`src/rtl/sw_pkg.sv`:
```
`default_nettype none
// +----------------------------------------------------------------------+
// | sw_pkg : shared constants for the switch debounce front end          |
// | Rev 1.0                                                              |
// +----------------------------------------------------------------------+
package sw_pkg;

    localparam int SW_DATA_W         = 8;
    localparam int SW_CLK_DIV        = 50000;
    localparam int SW_STABLE_CNT     = 4;
    localparam int SW_SIM_CLK_DIV    = 4;
    localparam int SW_SIM_STABLE_CNT = 3;

    // Counter width for a modulus of n, never narrower than one bit.
    function automatic int sw_cnt_w(input int n);
        return (n < 2) ? 1 : $clog2(n);
    endfunction

endpackage
`default_nettype wire

```
`src/rtl/debounce_bit.sv`:
```
`default_nettype none
// +----------------------------------------------------------------------+
// | debounce_bit : 2-flop synchroniser plus tick-sampled stability count |
// | Rev 1.0                                                              |
// +----------------------------------------------------------------------+
module debounce_bit
    import sw_pkg::*;
#(
    parameter int STABLE_CNT = SW_STABLE_CNT
) (
    input  logic i_clk,
    input  logic i_rst_n,
    input  logic i_tick,
    input  logic i_raw,
    output logic o_level,
    output logic o_toggle
);

    localparam int              CNT_W     = sw_cnt_w(STABLE_CNT);
    localparam logic [CNT_W-1:0] c_CNT_MAX = CNT_W'(STABLE_CNT - 1);

    logic             r_sync1;
    logic             r_sync2;
    logic             r_level;
    logic [CNT_W-1:0] r_cnt;
    logic             w_diff;
    logic             w_at_max;

    assign w_diff   = r_sync2 ^ r_level;
    assign w_at_max = (r_cnt == c_CNT_MAX);
    assign o_toggle = i_tick & w_diff & w_at_max;
    assign o_level  = r_level;

    always_ff @(posedge i_clk or negedge i_rst_n) begin
        if (!i_rst_n) begin
            r_sync1 <= 1'b0;
            r_sync2 <= 1'b0;
            r_level <= 1'b0;
            r_cnt   <= '0;
        end else begin
            r_sync1 <= i_raw;
            r_sync2 <= r_sync1;
            // Any sample matching the current level restarts qualification.
            if (i_tick) begin
                if (!w_diff) begin
                    r_cnt <= '0;
                end else if (w_at_max) begin
                    r_level <= ~r_level;
                    r_cnt   <= '0;
                end else begin
                    r_cnt <= r_cnt + CNT_W'(1);
                end
            end
        end
    end

endmodule
`default_nettype wire

```
`src/rtl/sw_debounce.sv`:
```
`default_nettype none
// +----------------------------------------------------------------------+
// | sw_debounce : debounced code/enable switches with change strobe      |
// | Rev 1.0                                                              |
// +----------------------------------------------------------------------+
module sw_debounce
    import sw_pkg::*;
#(
    parameter int DATA_W     = SW_DATA_W,
    parameter int CLK_DIV    = SW_CLK_DIV,
    parameter int STABLE_CNT = SW_STABLE_CNT
) (
    input  logic              i_clk,
    input  logic              i_rst_n,
    input  logic [DATA_W-1:0] i_sw,
    input  logic              i_sw_en,
    output logic [DATA_W-1:0] o_code,
    output logic              o_en,
    output logic              o_change
);

    localparam int               DIV_W     = sw_cnt_w(CLK_DIV);
    localparam logic [DIV_W-1:0] c_DIV_MAX = DIV_W'(CLK_DIV - 1);

    logic [DIV_W-1:0] r_div;
    logic             r_change;
    logic             w_tick;
    logic [DATA_W:0]  w_raw;
    logic [DATA_W:0]  w_level;
    logic [DATA_W:0]  w_toggle;

    assign w_tick = (r_div == c_DIV_MAX);
    assign w_raw  = {i_sw_en, i_sw};

    always_ff @(posedge i_clk or negedge i_rst_n) begin
        if (!i_rst_n) begin
            r_div <= '0;
        end else if (w_tick) begin
            r_div <= '0;
        end else begin
            r_div <= r_div + DIV_W'(1);
        end
    end

    generate
        for (genvar gi = 0; gi <= DATA_W; gi++) begin : g_bit
            debounce_bit #(
                .STABLE_CNT (STABLE_CNT)
            ) u_bit (
                .i_clk    (i_clk),
                .i_rst_n  (i_rst_n),
                .i_tick   (w_tick),
                .i_raw    (w_raw[gi]),
                .o_level  (w_level[gi]),
                .o_toggle (w_toggle[gi])
            );
        end
    endgenerate

    // Registered so the strobe lines up with the first cycle of the new level.
    always_ff @(posedge i_clk or negedge i_rst_n) begin
        if (!i_rst_n) begin
            r_change <= 1'b0;
        end else begin
            r_change <= |w_toggle;
        end
    end

    assign o_code   = w_level[DATA_W-1:0];
    assign o_en     = w_level[DATA_W];
    assign o_change = r_change;

endmodule
`default_nettype wire

```
`config.mk`:
```
export PLATFORM = sky130hd
export DESIGN_NAME = sw_debounce
export DESIGN_NICKNAME = d
export VERILOG_FILES = /design/src/rtl/sw_pkg.sv /design/src/rtl/debounce_bit.sv /design/src/rtl/sw_debounce.sv
export SDC_FILE = /design/constraint.sdc
export NUM_CORES = 1
export LEC_CHECK = 0
export CORE_ASPECT_RATIO = 0.8
export CORE_UTILIZATION = 57
export DETAILED_ROUTE_END_ITERATION = 6
export PLACE_DENSITY = 0.78
export RECOVER_POWER = 25
export SYNTH_ARGS = -nofsm -noshare
export SYNTH_HDL_FRONTEND = slang
export SYNTH_SLANG_ARGS = --single-unit
```
`constraint.sdc`:
```
create_clock -name i_clk -period 2.7 [get_ports i_clk]
set_clock_uncertainty 0.15 [all_clocks]
set_input_delay 0.81 -clock i_clk [delete_from_list [all_inputs] [get_ports i_clk]]
set_output_delay 0.81 -clock i_clk [all_outputs]
set_load 0.005 [all_outputs]
```
# After elaboration in Yosys (flattened, before gate mapping)
# Cells that the tools add are included.
[totals]
ff_bits = 62
inputBits = 11
out_inout_bits = 10
wordCells = 123
[op_classes]
add_sub_neg = 10
muxes = 19
reduce_logical = 10
eq_ne = 10
bitwise_logic = 36
[op_table]
columns = ["cell", "count"]
rows = [
  ["2-bit two-way mux", 18],
  ["3-bit AND reduction", 9],
  ["2-bit by 1-bit adder with 2-bit output, second input constant", 9],
  ["1-bit bitwise AND", 18],
  ["2-bit equality test, second input constant", 9],
  ["16-bit by 1-bit adder with 16-bit output, second input constant", 1],
  ["16-bit equality test, second input constant", 1],
  ["16-bit two-way mux", 1],
  ["1-bit NOT", 9],
  ["9-bit OR reduction", 1],
  ["1-bit bitwise XOR", 9],
]

# Logic depth before layout (Yosys ltp)
# Gate-level depths: netlist of run 1.
[logic_depth]
depth_word = 4
depth_mapped = 8
ltp_nobuf = 5

# By module
# A second synthesis of run 1 with hierarchy kept.
[hier_totals]
cells_unflattened = 216
area_unflattened_um2 = 2577.5
[by_module_without_submodules]
columns = ["mod", "cells_each", "instances", "seq_area_each_um2", "area_each_um2"]
rows = [
  ["debounce_bit", 16, 9, 125.1, 197.7],
  ["sw_debounce", 72, 1, 425.4, 798.3],
]

# Least setup slack after synthesis of run 1
# OpenSTA, ideal clock, no wires.
[synth_path]
path_kind = "register to register"
startpoint = "register r_div[0]"
endpoint = "register g_bit[0].u_bit.r_level"
slack_ns = 0.830
period_less_slack_ns = 1.870
required_ns = 2.425
n_path_buf = 2
t_arrival_ns = 1.595
setup_ns = 0.125
stages_incl_launch_ff = 8
cell_sequence = "dfrtp_1 > ha_1 > and3_1 > and4_1 > buf_4 > buf_6 > nand2_1 > mux2_4"
[synth_via]
elab_chain_cells = 2
[synth_lines]
columns = ["item", "line", "rtl"]
rows = [
  ["start: declaration", "sw_debounce.sv:25", "logic [DIV_W-1:0] r_div;"],
  ["start signal: assignment", "sw_debounce.sv:41", "r_div <= r_div + DIV_W'(1);"],
  ["16-bit equality test", "sw_debounce.sv:32", "assign w_tick = (r_div == c_DIV_MAX);"],
  ["3-bit AND reduction (no source line)", "n/a", ""],
  ["end signal: assignment", "debounce_bit.sv:48", "r_level <= ~r_level;"],
  ["end: declaration", "debounce_bit.sv:24", "logic r_level;"],
]
# No other way between the ends.
# A chain may end at the register's enable or synchronous reset.

# Worst setup path in the final report of run 1
[layout_path]
startpoint = "register g_bit[0].u_bit.r_level"
endpoint = "output port o_code[0]"
[layout_rtl]
columns = ["item", "line", "rtl"]
rows = [
  ["end: declaration", "sw_debounce.sv:17", "output logic [DATA_W-1:0] o_code,"],
]
# No word-level cell between the ends.

==> results of run 1 <==
## registers in the layout, summed over array words and instances, names as in the netlist
| name | flops |
|---|---|
| g_bit.u_bit.o_level | 9 |
| g_bit.u_bit.r_cnt | 18 |
| g_bit.u_bit.r_sync1 | 9 |
| g_bit.u_bit.r_sync2 | 9 |
| o_change | 1 |
| r_div | 16 |
## metal layers
metal | vias to the layer above | share of wire [%] | GRT usage [%] | wire, µm
li1 | 824 | - | - | -
met1 | 810 | 49 | 28.2 | 2150
met2 | 26 | 46 | 30.0 | 2010
met3 | 7 | 3.0 | 7.25 | 133
met4 | 0 | 1.9 | 10.4 | 82
met5 | - | 0 | 0 | 0
## layout by cell type, fill, tap and decap left out
master                            instances
sky130_fd_sc_hd__mux2_2                   5
sky130_fd_sc_hd__and4_1                   2
sky130_fd_sc_hd__dfrtp_1                 62
sky130_fd_sc_hd__clkdlybuf4s50_1         16
sky130_fd_sc_hd__mux2_4                   4
sky130_fd_sc_hd__and3_1                   2
sky130_fd_sc_hd__dlygate4sd3_1            3
sky130_fd_sc_hd__xor2_1                  12
sky130_fd_sc_hd__buf_4                    2
sky130_fd_sc_hd__o21ai_0                  1
sky130_fd_sc_hd__a31oi_1                  2
sky130_fd_sc_hd__and2_1                   1
sky130_fd_sc_hd__clkinv_2                 3
sky130_fd_sc_hd__mux2i_1                  1
sky130_fd_sc_hd__nor3_1                   3
sky130_fd_sc_hd__a221oi_1                 1
sky130_fd_sc_hd__a22o_1                   1
sky130_fd_sc_hd__nor2_1                  18
sky130_fd_sc_hd__ha_1                    10
sky130_fd_sc_hd__clkinvlp_4               1
sky130_fd_sc_hd__a22oi_1                  1
sky130_fd_sc_hd__nand2_1                 51
sky130_fd_sc_hd__clkbuf_8                 9
sky130_fd_sc_hd__or3_1                    2
sky130_fd_sc_hd__inv_1                    2
sky130_fd_sc_hd__a222oi_1                 1
sky130_fd_sc_hd__o31ai_1                  1
sky130_fd_sc_hd__and4bb_2                 2
sky130_fd_sc_hd__nor4b_2                  1
sky130_fd_sc_hd__nand4_4                  1
sky130_fd_sc_hd__xnor2_1                  8
sky130_fd_sc_hd__nand3_1                 23
sky130_fd_sc_hd__clkbuf_1                 1
sky130_fd_sc_hd__bufinv_16                3
sky130_fd_sc_hd__nand4_1                  2
sky130_fd_sc_hd__buf_12                   1
sky130_fd_sc_hd__a21oi_2                  1
## per-stage QoR
step	setup WS, ps	total power [µW]	instances	hold slack, ps	utilization [%]
floorplan	830	972	235	181	-
global placement	743	1010	301	182	66.1
detailed placement	703	1010	301	185	66.1
CTS	452	1980	317	193	71.6
global route	433	2020	317	209	71.6
finish	474	1950	317	200	71.6
## kinds of logic after synthesis
logic type               share of synthesized area, %
adder cells (fa/ha/maj)                          4.68
XOR/XNOR                                         6.56
AO/OA/AOI/OAI                                    2.58
multiplexers                                     4.73
buffers and inverters                            4.22
flip-flops                                       58.1
AND/OR/NAND/NOR                                  19.2
## path summary, 6_finish.rpt
| check | cells past startpoint | to |
|---|---|---|
| setup / recovery | 1 | o_code[0] |
| setup reg to reg | 6 | g_bit[1].u_bit.o_level$_DFFE_PN0P_ |
| hold reg to reg | 0 | g_bit[0].u_bit.r_sync2$_DFF_PN0_ |
| max in group asynchronous | 2 | r_div[5]$_DFF_PN0_ |
| min in group asynchronous | 1 | g_bit[8].u_bit.r_sync1$_DFF_PN0_ |
| hold / removal | 0 | g_bit[0].u_bit.r_sync2$_DFF_PN0_ |
## layout make-up
cell class,count,area (µm²)
clock buffer,9,124
tap,57,71.3
clock inverter,7,113
sequential,62,1550
fill,321,1230
multi-input combinational,157,1010
timing repair buffer,23,229
inverter,2,7.51
## power groups by stage
| stage | clock (µW) | sequential (µW) | combinational (µW) |
|---|---|---|---|
| finish | 956 | 949 | 41.2 |
| floorplan | 0 | 965 | 6.83 |
| CTS | 985 | 949 | 44.0 |
| global placement | 0 | 966 | 43.2 |
| detailed placement | 0 | 966 | 43.8 |
| global route | 1020 | 950 | 47.3 |
==> summary.txt, run 1 <==
Timing
  – Sum of negative setup slack: 0 ps
  – Transition time of the tightest slew-check pin: about 700 ps
  – Final setup violating endpoints: 0
  – Slew Limit Headroom: 53.4%
  – Final min period: 2230 ps
  – Final hold violation count: 0
  – Final count of pins violating max slew: 0
  – Setup repair after global routing missed its margin: no
  – Final critical-path share of the clock period: 82.4%
  – Maximum operating frequency: around 450 MHz

GRT
  – Number of antenna violations at the first check in global routing: 0
  – Largest net degree at the start of global routing: 52
  – Total global routing overflow: 0
  – Total global-route track usage: between 20% and 30%
  – Via count of the first global-routing pass: 1,657
  – First-pass GRT wire length: between 7000 and 8000 µm

Setup path
  – Critical Path End Type: primary output
  – Crit-path cells: clkdlybuf4s50_1
  – Arrival time at the worst endpoint: between 1000 and 1500 ps
  – Worst setup path class: flop to primary output
  – Worst path buffer plus inverter count: 1
  – CP peak stage delay: roughly 530 ps
  – RR Startpoint: r_div[0]$_DFF_PN0_
  – Worst-case register-to-register setup slack: roughly 680 ps
  – Library cell contributing the largest single delay on the critical path: sky130_fd_sc_hd__clkdlybuf4s50_1
  – CP max FO: 3
  – Largest delay contributor family on the critical path: buffers and inverters
  – Critical Path Start: g_bit[0].u_bit.o_level$_DFFE_PN0P_
  – Startpoint type of the worst setup path: flop
  – Required time reported for the critical path endpoint: 1740 ps

Floorplan
  – I/O pin count: 21
  – Initial cell density of the core: between 60% and 70%
  – Area of the die: around 0.005 mm²
  – Die boundary width: 78.5 µm
  – Die outline height: approximately 63 µm
  – Placeable core area: 0.00434 mm²
  – Floorplan row count: 21

Synth
  – Synth async-reset ratio: 100%
  – Number of enable flip-flop cells after synthesis: 0
  – Gate count of the mapped netlist: approximately 240
  – Synthesized Nets: roughly 260
  – Cell type contributing the most total cell area after synthesis: sky130_fd_sc_hd__dfrtp_1
  – Share of Yosys cell area claimed by the top area cell type: approximately 58%
  – Synth Area per Inst: 11.4 µm²
  – Warning count from the yosys run: 0
  – Synth Cell Area: around 0.0027 mm²
  – Sequential area share after synthesis: roughly three fifths
  – Synth Register Bits: 62
  – Number of distinct library cell variants in the gate-level netlist after synthesis: 31
  – Leading post-synthesis cells by cell area: sky130_fd_sc_hd__dfrtp_1 58%, sky130_fd_sc_hd__nand2_1 7.2%, sky130_fd_sc_hd__ha_1 4.7%
  – Top cells by instance count after synthesis: 62 x sky130_fd_sc_hd__dfrtp_1, 51 x sky130_fd_sc_hd__nand2_1, 23 x sky130_fd_sc_hd__nand3_1
  – Dominant register cell in the synthesized netlist: sky130_fd_sc_hd__dfrtp_1
  – Library cell with the highest instance count after synthesis: sky130_fd_sc_hd__dfrtp_1

Route
  – Detailed-route vias per instance: 5.26
  – Number of vias in the routed layout: approximately 1,700
  – Drt first-iter violations: 96
  – Routed Wire Length: 4380 µm
  – Detailed-route wire length per cell: 13.8 µm
  – Residual antenna-violating net count after detailed routing: 0
  – First-pass detailed-route iteration total: 4
  – Drt drc: 0

CTS
  – Number of CTS-inserted buffers: 9
  – Clock transition at the register clock pins on the worst setup and hold paths after CTS: roughly 70 ps
  – Hold-fix buffers at CTS: 0
  – TritonCTS clock tree: built
  – Clock Path Buffers: 2
  – Total setup buffers inserted after CTS: 0
  – Source-to-sink clock delay at the later pin of the worst-skew pair: 330 ps
  – Clock Tree Root: sky130_fd_sc_hd__clkbuf_8
  – Clock sink count: 62
  – Maximum level of the CTS H-tree: 3
  – Post-cts resize count: 0

Hold path
  – Hold WC Path Type: flop to flop
  – Hold_sp: g_bit[0].u_bit.r_sync1$_DFF_PN0_

Finish
  – Area added between synthesis and finish: 16.2%
  – Ant diodes: 0
  – Fraction of final layout cells with drive strength greater than 1: 12.7%
  – NumNets Final: ~280
  – Final instance area: about 0.0031 mm²

Pwr
  – Power share of the clock group: a little under 50%
  – Switching Share: between 10% and 20%
  – Comb pwr share: roughly 2.1%
  – Net Sw Power: 379 µW
  – Internal power summed over all cells: 1570 µW
  – Portion of total power attributed to sequential cells: between 40% and 50%
  – IR drop worst, VDD: between 0.0003 and 0.0004 V
  – P_leak: 0.00153 µW
  – Total power per unit cell area: ~630 mW/mm²

Placed design
  – HPWL after DPL: 2980 µm
  – GP Congestion: about 0.77
  – Port-buffer cells: 20
  – Area post-placement: between 0.002 and 0.003 mm²

Run status
  – Run status: complete, no violations

Run
  – Max cap viols: 0
No activity file was read; power rests on OpenSTA's default activity.
==> run 2: changes to the inputs <==
==> constraint.sdc (replaced) <==
create_clock -name i_clk -period 2.15 [get_ports i_clk]
set_clock_uncertainty 0.15 [all_clocks]
set_input_delay 0.645 -clock i_clk [delete_from_list [all_inputs] [get_ports i_clk]]
set_output_delay 0.645 -clock i_clk [all_outputs]
set_load 0.005 [all_outputs]
==> run 2 against run 1 <==
Net effect:
- routed wire length increased by 5.0%
- cell count is 0.32% higher
- utilization grew 0.95 points
- sequential power grew 25%
- combinational power is 12% higher
- critical path depth unchanged
- count of clock-buffer cells in the layout increased by 1
- setup slack worse by 390 ps
- clock power grew 42%
- register-to-register slack worse by 480 ps
- largest cell class unchanged
- largest power group unchanged
==> summary.txt, run 2 (synthesis gave the netlist of run 1 again) <==
Finish
  – NumNets Final: approximately 280
  – Register with the most flip-flops: g_bit.u_bit.r_cnt
  – Ant diodes: 0
  – Most frequent cells in the layout: 62 x sky130_fd_sc_hd__dfrtp_1, 51 x sky130_fd_sc_hd__nand2_1, 23 x sky130_fd_sc_hd__nand3_1
  – Fraction of final layout cells with drive strength greater than 1: 13.0%
  – Final instance area: between 0.003 and 0.004 mm²
  – Area added between synthesis and finish: 17.7%
  – Number of filler cells placed in the layout: approximately 310
  – Most common library cell in the layout ignoring fill and taps: sky130_fd_sc_hd__dfrtp_1
  – Biggest registers after layout: g_bit.u_bit.r_cnt x18, r_div x16
  – Flip-flop count of the largest register, all copies and words added: 18

Timing
  – Final critical-path share of the clock period: between 90% and 100%
  – Final hold violation count: 0
  – Post-route worst hold slack: 166 ps
  – Final count of pins violating max slew: 0
  – Worst Setup Slack, final: about 82 ps
  – Transition time of the tightest slew-check pin: around 670 ps
  – Maximum operating frequency: 484 MHz
  – Sum of negative setup slack: 0 ps
  – Final min period: approximately 2100 ps
  – Final setup violating endpoints: 0
  – Setup repair after global routing missed its margin: no
  – Slew Limit Headroom: roughly 55%

Setup path
  – Worst R2R End: g_bit[0].u_bit.o_level$_DFFE_PN0P_
  – Largest delay contributor family on the critical path: buffers and inverters
  – Library cell contributing the largest single delay on the critical path: sky130_fd_sc_hd__clkdlybuf4s50_1
  – Worst path buffer plus inverter count: 1
  – Arrival time at the worst endpoint: 1270 ps
  – Depth of the worst register-to-register path: 6
  – RR Startpoint: r_div[0]$_DFF_PN0_
  – Worst setup path class: flop to primary output
  – Critical Path End Type: primary output
  – Crit-path cells: clkdlybuf4s50_1
  – Startpoint type of the worst setup path: flop
  – CP max FO: 3
  – Worst-case register-to-register setup slack: about 200 ps
  – Required time reported for the critical path endpoint: between 1000 and 1500 ps
  – CP peak stage delay: 530 ps

Floorplan
  – Initial cell density of the core: between 60% and 70%
  – I/O pin count: 21
  – Die outline height: 63.2 µm
  – Placeable core area: roughly 0.0043 mm²
  – Area of the die: a little under 0.005 mm²
  – Floorplan row count: 21
  – Die boundary width: roughly 79 µm

CTS
  – Number of CTS-inserted buffers: 9
  – Clock Tree Root: sky130_fd_sc_hd__clkbuf_8
  – Hold-fix buffers at CTS: 0
  – TritonCTS clock tree: built
  – Post-cts resize count: 0
  – Clock sink count: 62
  – Source-to-sink clock delay at the later pin of the worst-skew pair: 330 ps
  – Clock Path Buffers: 2
  – Total setup buffers inserted after CTS: 0
  – Maximum level of the CTS H-tree: 3
  – Clock transition at the register clock pins on the worst setup and hold paths after CTS: roughly 70 ps

Run status
  – Run status: complete, no violations

Placed design
  – HPWL after DPL: between 2000 and 3000 µm
  – Post-Place Worst Slack: between 200 and 250 ps
  – Port-buffer cells: 20
  – GP Congestion: slightly below 0.8
  – Area post-placement: 0.00289 mm²

GRT
  – Total global routing overflow: 0
  – First-pass GRT wire length: 8200 µm
  – Largest net degree at the start of global routing: 51
  – Via count of the first global-routing pass: about 1,700
  – Number of antenna violations at the first check in global routing: 0
  – Total global-route track usage: between 20% and 30%

Route
  – Residual antenna-violating net count after detailed routing: 0
  – Routed Wire Length: between 4000 and 5000 µm
  – Drt drc: 0
  – Drt first-iter violations: approximately 130
  – Detailed-route vias per instance: around 5.4
  – Number of vias in the routed layout: approximately 1,700
  – Detailed-route wire length per cell: approximately 14 µm
  – First-pass detailed-route iteration total: 5

Pwr
  – Total power per unit cell area: 827 mW/mm²
  – IR drop worst, VDD: a little over 0.0007 V
  – P_leak: 0.00155 µW

Hold path
  – Hold WC Path Type: input port to async pin

Run
  – Max cap viols: 0
## run 2: area by class of cell
cell class | instances | area, µm² | area share, %
Sequential cell | 62 | 1550 | 49.3
Multi-Input combinational cell | 157 | 1010 | 32.0
Clock inverter | 6 | 133 | 4.22
Timing Repair Buffer | 24 | 236 | 7.52
Inverter | 2 | 7.51 | 0.239
Clock buffer | 10 | 138 | 4.38
Tap cell | 57 | 71.3 | 2.27
## run 2: per-stage QoR
step | utilization (%) | instances | total power [µW]
after floorplan | - | 235 | 1220
after global placement | 66.6 | 302 | 1270
after detailed placement | 66.6 | 302 | 1270
after CTS | 72.8 | 318 | 2620
after global routing | 72.5 | 318 | 2680
final | 72.5 | 318 | 2600
## run 2: metal layers
metal	global-route usage (%)	up-vias	share of wire, %
li1	-	829	-
met1	29.8	868	48
met2	34.0	23	48
met3	7.54	4	3.0
met4	6.94	0	0.96
met5	0	-	0
## run 2: power breakdown
group	switching [µW]	internal (µW)	total, µW	leakage, µW
Sequential	8.42	1180	1190	0.000810
Clock	446	917	1360	0.000132
Combinational	30.2	16.1	46.2	0.000606
Total	485	2120	2600	0.00155
## run 2: worst max path at each step
stage                                       startpoint                                  to  cells after the start
CTS                 g_bit[0].u_bit.o_level$_DFFE_PN0P_                           o_code[0]                      1
finish              g_bit[0].u_bit.o_level$_DFFE_PN0P_                           o_code[0]                      1
global placement                    r_div[0]$_DFF_PN0_  g_bit[5].u_bit.o_level$_DFFE_PN0P_                      6
floorplan                           r_div[0]$_DFF_PN0_  g_bit[0].u_bit.o_level$_DFFE_PN0P_                      7
detailed placement                  r_div[0]$_DFF_PN0_  g_bit[0].u_bit.o_level$_DFFE_PN0P_                      6
global route        g_bit[0].u_bit.o_level$_DFFE_PN0P_                           o_code[0]                      1
==> run 3: changes to the inputs <==
--- a/config.mk
+++ b/config.mk
@@ -5,10 +5,10 @@
 export SDC_FILE = /design/constraint.sdc
 export NUM_CORES = 1
 export LEC_CHECK = 0
+export ABC_CLOCK_PERIOD_IN_PS = 2150
 export CORE_ASPECT_RATIO = 0.8
-export CORE_UTILIZATION = 57
+export CORE_UTILIZATION = 44
 export DETAILED_ROUTE_END_ITERATION = 6
-export PLACE_DENSITY = 0.78
 export RECOVER_POWER = 25
 export SYNTH_ARGS = -nofsm -noshare
 export SYNTH_HDL_FRONTEND = slang
==> run 3 against run 2 <==
Net effect:
- flip-flop and latch count stayed put
- combinational power increased by 15%
- critical path type unchanged
- cell count up 6.6%
- clock power down 28%
- count of clock-buffer cells in the layout increased by 1
- largest cell class unchanged
- maximum frequency grew 1.0%
- register-to-register slack improved by 40 ps
- first-iteration DRC count decreased by 34%
- via count decreased by 3.0%
- critical path depth did not move
- sequential power is essentially flat
==> summary.txt, run 3 (synthesis gave the netlist of run 1 again) <==
Run status
  – Run status: complete, no violations

Route
  – Highest signal layer in the routed design: met4
  – Drt drc: 0
  – Number of vias in the routed layout: between 1,500 and 2,000
  – First-pass detailed-route iteration total: 4
  – Drt first-iter violations: between 80 and 90
  – Routed wl met3: ~200 µm
  – Detailed-route wire length per cell: approximately 13 µm
  – Detailed-routed wire length on met2: 1890 µm
  – Residual antenna-violating net count after detailed routing: 0
  – M1 wire length: 2180 µm
  – Detailed-route vias per instance: roughly 4.9
  – Routed Wire Length: 4330 µm

Setup path
  – Library cell contributing the largest single delay on the critical path: sky130_fd_sc_hd__clkdlybuf4s50_1
  – Crit-path cells: clkdlybuf4s50_1
  – Largest delay contributor family on the critical path: buffers and inverters
  – Critical Path End Type: primary output
  – Worst setup path class: flop to primary output
  – Arrival time at the worst endpoint: around 1300 ps
  – Worst path buffer plus inverter count: 1
  – Startpoint type of the worst setup path: flop
  – CP max FO: 3
  – CP peak stage delay: 530 ps
  – Required time reported for the critical path endpoint: 1350 ps

Finish
  – Combined flip-flop and latch cell area: about 0.0016 mm²
  – Register with the most flip-flops: g_bit.u_bit.r_cnt
  – Multi-input gate area in the final layout: 0.00101 mm²
  – Number of filler cells placed in the layout: 532
  – Area added between synthesis and finish: 16.2%
  – Ant diodes: 0
  – Biggest registers after layout: g_bit.u_bit.r_cnt x18, r_div x16
  – Most frequent cells in the layout: 62 x sky130_fd_sc_hd__dfrtp_1, 51 x sky130_fd_sc_hd__nand2_1, 23 x sky130_fd_sc_hd__nand3_1
  – NumNets Final: about 280
  – Final instance area: a little over 0.003 mm²
  – Flip-flop count of the largest register, all copies and words added: 18
  – Fraction of final layout cells with drive strength greater than 1: roughly an eighth
  – Most common library cell in the layout ignoring fill and taps: sky130_fd_sc_hd__dfrtp_1

CTS
  – Maximum level of the CTS H-tree: 3
  – TritonCTS clock tree: built
  – Total setup buffers inserted after CTS: 0
  – Source-to-sink clock delay at the later pin of the worst-skew pair: around 330 ps
  – Clock transition at the register clock pins on the worst setup and hold paths after CTS: around 70 ps
  – Clock Tree Root: sky130_fd_sc_hd__clkbuf_8
  – Hold-fix buffers at CTS: 0
  – Post-cts resize count: 0
  – Clock sink count: 62
  – Clock Path Buffers: 2
  – Number of CTS-inserted buffers: 9

GRT
  – Total global-route track usage: between 15 and 20%
  – Largest net degree at the start of global routing: 34
  – Total global routing overflow: 0
  – Number of antenna violations at the first check in global routing: 0
  – First-pass GRT wire length: between 8000 and 9000 µm
  – Via count of the first global-routing pass: approximately 1,700

Floorplan
  – Floorplan row count: 24
  – Placeable core area: between 0.005 and 0.006 mm²
  – Die boundary width: 89.1 µm
  – Area of the die: between 0.006 and 0.007 mm²
  – I/O pin count: 21
  – Die outline height: about 70 µm
  – Initial cell density of the core: between 40% and 50%

Placed design
  – Area post-placement: approximately 0.0029 mm²
  – Port-buffer cells: 20
  – HPWL after DPL: about 2900 µm
  – GP Congestion: between 0.7 and 0.8

Timing
  – Final min period: between 2000 and 2500 ps
  – Slew Limit Headroom: around 15%
  – Final critical-path share of the clock period: a little over nine tenths
  – Final setup violating endpoints: 0
  – Maximum operating frequency: 489 MHz
  – Final hold violation count: 0
  – Transition time of the tightest slew-check pin: between 1000 and 1500 ps
  – Sum of negative setup slack: 0 ps
  – Setup repair after global routing missed its margin: no
  – Final count of pins violating max slew: 0

Pwr
  – Total power per unit cell area: approximately 720 mW/mm²
  – P_leak: ~0.0015 µW
  – IR drop worst, VDD: roughly 0.00034 V

Hold path
  – Hold WC Path Type: flop to flop

Run
  – Max cap viols: 0
## run 3: layout make-up
type | count | area share, %
multi-input cells | 157 | 32.4
inverters | 2 | 0.242
flip-flops and latches | 62 | 50.0
clock inverters | 5 | 1.93
repair buffers | 24 | 8.02
clock buffers | 11 | 4.23
well taps | 78 | 3.14
## run 3: stage by stage
stage | worst slack, ps | hold slack [ps] | std cells | power [µW] | utilization, %
2_1_floorplan | 280 | 181 | 235 | 1220 | -
3_3_place_gp | 287 | 182 | 323 | 1270 | 51.6
3_5_place_dp | 241 | 186 | 323 | 1270 | 51.6
4_1_cts | 87.5 | 140 | 339 | 2270 | 55.0
5_1_grt | 22.2 | 207 | 339 | 2330 | 55.0
6_report | 103 | 201 | 339 | 2230 | 55.0
## run 3: path summary, 6_finish.rpt
kind                                               startpoint  slack [ps]  cells past startpoint                                  to
max in group asynchronous                             i_rst_n         610                      2  g_bit[7].u_bit.o_level$_DFFE_PN0P_
max                        g_bit[0].u_bit.o_level$_DFFE_PN0P_         100                      1                           o_code[0]
min                          g_bit[6].u_bit.r_sync1$_DFF_PN0_         200                      0    g_bit[6].u_bit.r_sync2$_DFF_PN0_
min in group asynchronous                             i_rst_n         420                      1    g_bit[3].u_bit.r_sync1$_DFF_PN0_
max reg2reg                                r_div[0]$_DFF_PN0_         240                      6  g_bit[0].u_bit.o_level$_DFFE_PN0P_
min reg2reg                  g_bit[6].u_bit.r_sync1$_DFF_PN0_         200                      0    g_bit[6].u_bit.r_sync2$_DFF_PN0_
## run 3: per-layer routing
layer / vias up / GRT usage (%)
li1: 828 / -
met5: - / 0
met1: 810 / 23.9
met2: 27 / 24.0
met4: 0 / 5.29
met3: 8 / 8.53
## run 3: power breakdown
part	total (µW)	internal, µW	switching, µW
sequential	1190	1180	7.85
clock	982	538	445
combinational	53.3	21.4	31.9
total	2230	1740	485
